$ cat config.mk
export PLATFORM = sky130hd
export DESIGN_NAME = uart_tx_framer
export DESIGN_NICKNAME = d
export VERILOG_FILES = /design/src/rtl/uart_tx_framer.sv
export SDC_FILE = /design/constraint.sdc
export NUM_CORES = 1
export LEC_CHECK = 0
export ABC_AREA = 1
export CAP_MARGIN = 30
export CORE_UTILIZATION = 40
export DETAILED_ROUTE_END_ITERATION = 16
export PLACE_DENSITY = 0.65
export SLEW_MARGIN = 15
export SYNTH_ARGS = -nofsm -noshare
export SYNTH_HDL_FRONTEND = slang
export SYNTH_SLANG_ARGS = --single-unit
$ cat constraint.sdc
create_clock -name CLK -period 1.86 [get_ports CLK]
set_input_delay 0.558 -clock CLK [delete_from_list [all_inputs] [get_ports CLK]]
set_output_delay 0.558 -clock CLK [all_outputs]
set_load 0.02 [all_outputs]
$ cat src/rtl/uart_tx_framer.sv
// UART transmit framer: start bit, DATA_W payload bits LSB first, optional parity, STOP_BITS stop bits.
// Define UART_TX_PARITY_EN to build in the parity bit; otherwise PAR_EN/PAR_ODD are ignored.
module uart_tx_framer #(
  parameter int unsigned DATA_W       = 8,
  parameter int unsigned CLKS_PER_BIT = 16,
  parameter int unsigned STOP_BITS    = 1
) (
  input  logic              CLK,
  input  logic              RST_N,
  input  logic [DATA_W-1:0] TX_DATA,
  input  logic              TX_VALID,
  output logic              TX_READY,
  input  logic              PAR_EN,
  input  logic              PAR_ODD,
  output logic              TX_BUSY,
  output logic              TX_DONE,
  output logic              TXD
);

  localparam int unsigned CNT_W = (CLKS_PER_BIT > 1) ? $clog2(CLKS_PER_BIT) : 1;
  localparam int unsigned IDX_W = $clog2(DATA_W);

`ifdef UART_TX_PARITY_EN
  typedef enum logic [2:0] {
    S_IDLE   = 3'd0,
    S_START  = 3'd1,
    S_DATA   = 3'd2,
    S_PARITY = 3'd3,
    S_STOP   = 3'd4
  } state_e;
`else
  typedef enum logic [2:0] {
    S_IDLE  = 3'd0,
    S_START = 3'd1,
    S_DATA  = 3'd2,
    S_STOP  = 3'd4
  } state_e;
`endif

  state_e              state_q, state_d;
  logic [CNT_W-1:0]    cnt_q, cnt_d;
  logic [IDX_W-1:0]    idx_q, idx_d;
  logic                stop_q, stop_d;
  logic [DATA_W-1:0]   shift_q, shift_d;
  logic                txd_q, txd_d;
  logic                done_q, done_d;
  logic                bit_end;

`ifdef UART_TX_PARITY_EN
  logic par_en_q, par_en_d;
  logic par_bit_q, par_bit_d;
`else
  logic unused_par;
  assign unused_par = PAR_EN ^ PAR_ODD;
`endif

  assign bit_end  = (cnt_q == CNT_W'(CLKS_PER_BIT - 1));
  assign TX_READY = (state_q == S_IDLE);
  assign TX_BUSY  = ~TX_READY;
  assign TX_DONE  = done_q;
  assign TXD      = txd_q;

  // State and datapath registers
  always_ff @(posedge CLK or negedge RST_N) begin
    if (!RST_N) begin
      state_q   <= S_IDLE;
      cnt_q     <= '0;
      idx_q     <= '0;
      stop_q    <= 1'b0;
      shift_q   <= '0;
      txd_q     <= 1'b1;
      done_q    <= 1'b0;
`ifdef UART_TX_PARITY_EN
      par_en_q  <= 1'b0;
      par_bit_q <= 1'b0;
`endif
    end else begin
      state_q   <= state_d;
      cnt_q     <= cnt_d;
      idx_q     <= idx_d;
      stop_q    <= stop_d;
      shift_q   <= shift_d;
      txd_q     <= txd_d;
      done_q    <= done_d;
`ifdef UART_TX_PARITY_EN
      par_en_q  <= par_en_d;
      par_bit_q <= par_bit_d;
`endif
    end
  end

  // Next-state and next-output logic; the bit counter restarts at every bit boundary
  always_comb begin
    state_d   = state_q;
    cnt_d     = bit_end ? '0 : cnt_q + CNT_W'(1);
    idx_d     = idx_q;
    stop_d    = stop_q;
    shift_d   = shift_q;
    txd_d     = txd_q;
    done_d    = 1'b0;
`ifdef UART_TX_PARITY_EN
    par_en_d  = par_en_q;
    par_bit_d = par_bit_q;
`endif

    case (state_q)
      S_IDLE: begin
        cnt_d = '0;
        txd_d = 1'b1;
        if (TX_VALID) begin
          state_d   = S_START;
          txd_d     = 1'b0;
          shift_d   = TX_DATA;
          idx_d     = '0;
          stop_d    = 1'b0;
`ifdef UART_TX_PARITY_EN
          par_en_d  = PAR_EN;
          par_bit_d = (^TX_DATA) ^ PAR_ODD;
`endif
        end
      end

      S_START: begin
        if (bit_end) begin
          state_d = S_DATA;
          txd_d   = shift_q[0];
          shift_d = shift_q >> 1;
        end
      end

      S_DATA: begin
        if (bit_end) begin
          if (idx_q == IDX_W'(DATA_W - 1)) begin
            state_d = S_STOP;
            txd_d   = 1'b1;
`ifdef UART_TX_PARITY_EN
            if (par_en_q) begin
              state_d = S_PARITY;
              txd_d   = par_bit_q;
            end
`endif
          end else begin
            idx_d   = idx_q + IDX_W'(1);
            txd_d   = shift_q[0];
            shift_d = shift_q >> 1;
          end
        end
      end

`ifdef UART_TX_PARITY_EN
      S_PARITY: begin
        if (bit_end) begin
          state_d = S_STOP;
          txd_d   = 1'b1;
        end
      end
`endif

      S_STOP: begin
        txd_d = 1'b1;
        if (bit_end) begin
          if (stop_q == 1'(STOP_BITS - 1)) begin
            state_d = S_IDLE;
            done_d  = 1'b1;
          end else begin
            stop_d = 1'b1;
          end
        end
      end

      default: begin
        state_d = S_IDLE;
        txd_d   = 1'b1;
      end
    endcase
  end

endmodule

==> out/summary.txt <==
YS warnings: 0
CP required: 1300 ps
Clock Skew: 6.42 ps
Root Buffer: clkbuf_4
Reg2reg start: state_q[1]
Leak: 0.776 nW
Slew Viols, Final: 0
TNS Setup: 0 ps
Starting density of the core: 41.9%
Fillers: 265
Max rail drop VDD: 0.928 mV
Die area: 3110 um2
Largest stage delay, worst path: 590 ps
Family with the most delay on the worst path: buffers and inverters
Hold Path Stages: 2
Via count: 992
Adder-cell share of the synthesized area: 4.33%
Flop2flop setup slack: 140 ps
Area grow syn2layout: 24.5%
First-pass GRT wire length: 3930 um
Sequential fraction of the synthesis area: 43.4%
Minimum clock period: 1790 ps
Cell chain of the critical path: clkdlybuf4s50_1
Mux contribution to synthesized area: 0%
CP max stage cell: clkdlybuf4s50_1
Slew headroom: 75.9%
Most frequent cells in the layout: 50 x nand2_1, 21 x nand3_1, 19 x dfrtp_1
DR vias/cell: 4.86
CTS H-tree depth: 1
# hold bufs at CTS: 0
Initial antenna violation count: 0
Status: complete, no violations
Die W: 55.8 um
Final setup fails: 0
Syn avg cell area: 7.86 um2
Mapped Area: 1160 um2
Total power: 2.53 mW
Compound-Gate Fraction of Synth Area: 3.79%
Total nets after synthesis: 164
Drt initial violations: 17
HP Start: shift_q[3]
Antenna-violating nets left: 0
Die height: 55.8 um
Fmax: 0.557 GHz
GR Util All Layers: 16.3%
Clock Path Buffers: 2
CP Class: flop to primary output
Worst Max-Slew Pin Slew: 361 ps
Storage element area: 502 um2
TritonRoute pass-1 iters: 4
Final net count: 191
Rows: 19
Layout cells sized above 1: 19.7%
Core area: 2760 um2
Number of synthesized register bits: 20
Sink Count: 20
Crit path DAT: 1240 ps
Commonest non-fill, non-tap cell in the layout: nand2_1
Clock slew at reported path FFs: 120 ps
CTS tree: built
Main combinational cell family by area after synthesis: simple AND/OR/NAND/NOR gates
Worst Hold Path EP: shift_q[3]
Area of the multi-input gates: 581 um2
FF-to-FF End: shift_q[4]
Drc violations: 0
Crit start category: flop
Mapped Cells: 147
RD Place Congestion: 0.809
Critical path fanouts, max: 1
Max Cap Violations: 0
Final hold violations: 0
Largest net degree at the start of global routing: 21
Worst hold-check path type: flop to flop
Worst skew pair latency: 310 ps
Simple-Gate Fraction of Synth Area: 40.9%
Final period util: 96.5%
Input/output buffers: 14
Routed WL: 2290 um
Worst setup EP type: primary output
Vias in the first global route: 909
Worst reg2reg path depth: 7
Post-synth cell types: 22
Antenna diode count: 0
Hpwl dp: 1650 um
Power Density: 1760 nW/um2
Wire per inst: 11.2 um
Num CTS Buffers: 3
Total gr overflow: 0
WP buf/inv: 1
XOR/XNOR Fraction of Synth Area: 0.758%
# IOs: 17
flip-flops by register name, indices dropped and copies added, names as in the netlist:
register and cells:
TXD 1, shift_q 8, state_q 3, idx_q 3, TX_DONE 1, cnt_q 4
worst max path at each step:
stage | from | to | slack [ps] | cells past startpoint
after floorplan | state_q[1] | TX_READY | 290 | 3
after global placement | state_q[1] | TX_READY | 50 | 4
after detailed placement | state_q[1] | TX_READY | 40 | 4
after CTS | state_q[1] | TX_READY | 20 | 4
after global routing | state_q[1] | TX_BUSY | -0.6 | 3
final | TX_DONE | TX_DONE | 70 | 1
cells in the mapped netlist:
cell type	number	area share, %
nand3b_1	3	1.9
buf_6	2	1.9
a21oi_2	1	0.76
nand3_1	21	9.1
xor2_1	1	0.76
nand2_2	1	0.54
a211oi_1	1	0.65
nand3_2	3	2.6
nand2_1	50	16
o21a_1	1	0.65
dfrtp_1	19	41
ha_1	4	4.3
o21ai_1	3	1.3
nor2_1	14	4.5
nand2_4	3	2.9
dfstp_2	1	2.3
nand3_4	1	1.5
inv_2	6	1.9
inv_1	9	2.9
nor2_4	1	0.97
or2_2	1	0.54
o21ai_0	1	0.43
metal layers:
metal	track usage, %	vias up	wire, um
met5	0	-	0
met1	21.2	453	1070
met3	3.02	4	70
met4	7.50	0	27
li1	-	521	-
met2	26.2	14	1120
kinds of logic after synthesis:
| kind of cell | after synthesis |
|---|---|
| fa+ha+maj | 4 |
| xor+xnor | 1 |
| flops | 20 |
| simple gates | 98 |
| buf+inv | 17 |
| compound gates | 7 |
area by class of cell:
class | count | share of cell area (%)
multi-input combinational | 110 | 40.3
clock buffer | 3 | 1.57
inverter | 15 | 3.91
timing repair buffer | 24 | 14.5
clock inverter | 1 | 2.09
tap | 31 | 2.70
sequential | 20 | 34.9
worst reg2reg max path, stage by stage, from the launching register on:
cell	delay, ps
dfrtp_1	430
buf_4	150
buf_4	140
nand3_2	210
nand2_4	160
a21oi_2	360
nand3_1	130
nand2_1	90
per-stage QoR:
stage	hold slack (ps)	utilization (%)	cells	cell area, um2	setup WS, ps
final	483	52.2	204	1440	65.7
after global routing	503	52.2	204	1440	-0.607
after CTS	480	51.9	203	1430	23.7
after floorplan	262	-	147	1160	287
after detailed placement	459	50.0	199	1380	40.4
after global placement	451	50.0	199	1380	48.3
where the power goes:
group	leakage [nW]	internal (mW)	switching [mW]
registers	0.258	0.615	0.101
clock network	0.0279	0.218	0.141
logic	0.490	0.571	0.889
repair_timing:
| item | 4_1_cts | 5_1_grt |
|---|---|---|
| setup endpoints to repair | 3 | 5 |
| setup buffers | 0 | 1 |
| gates resized for setup | 5 | 3 |
(Power assumes the default switching activity.)
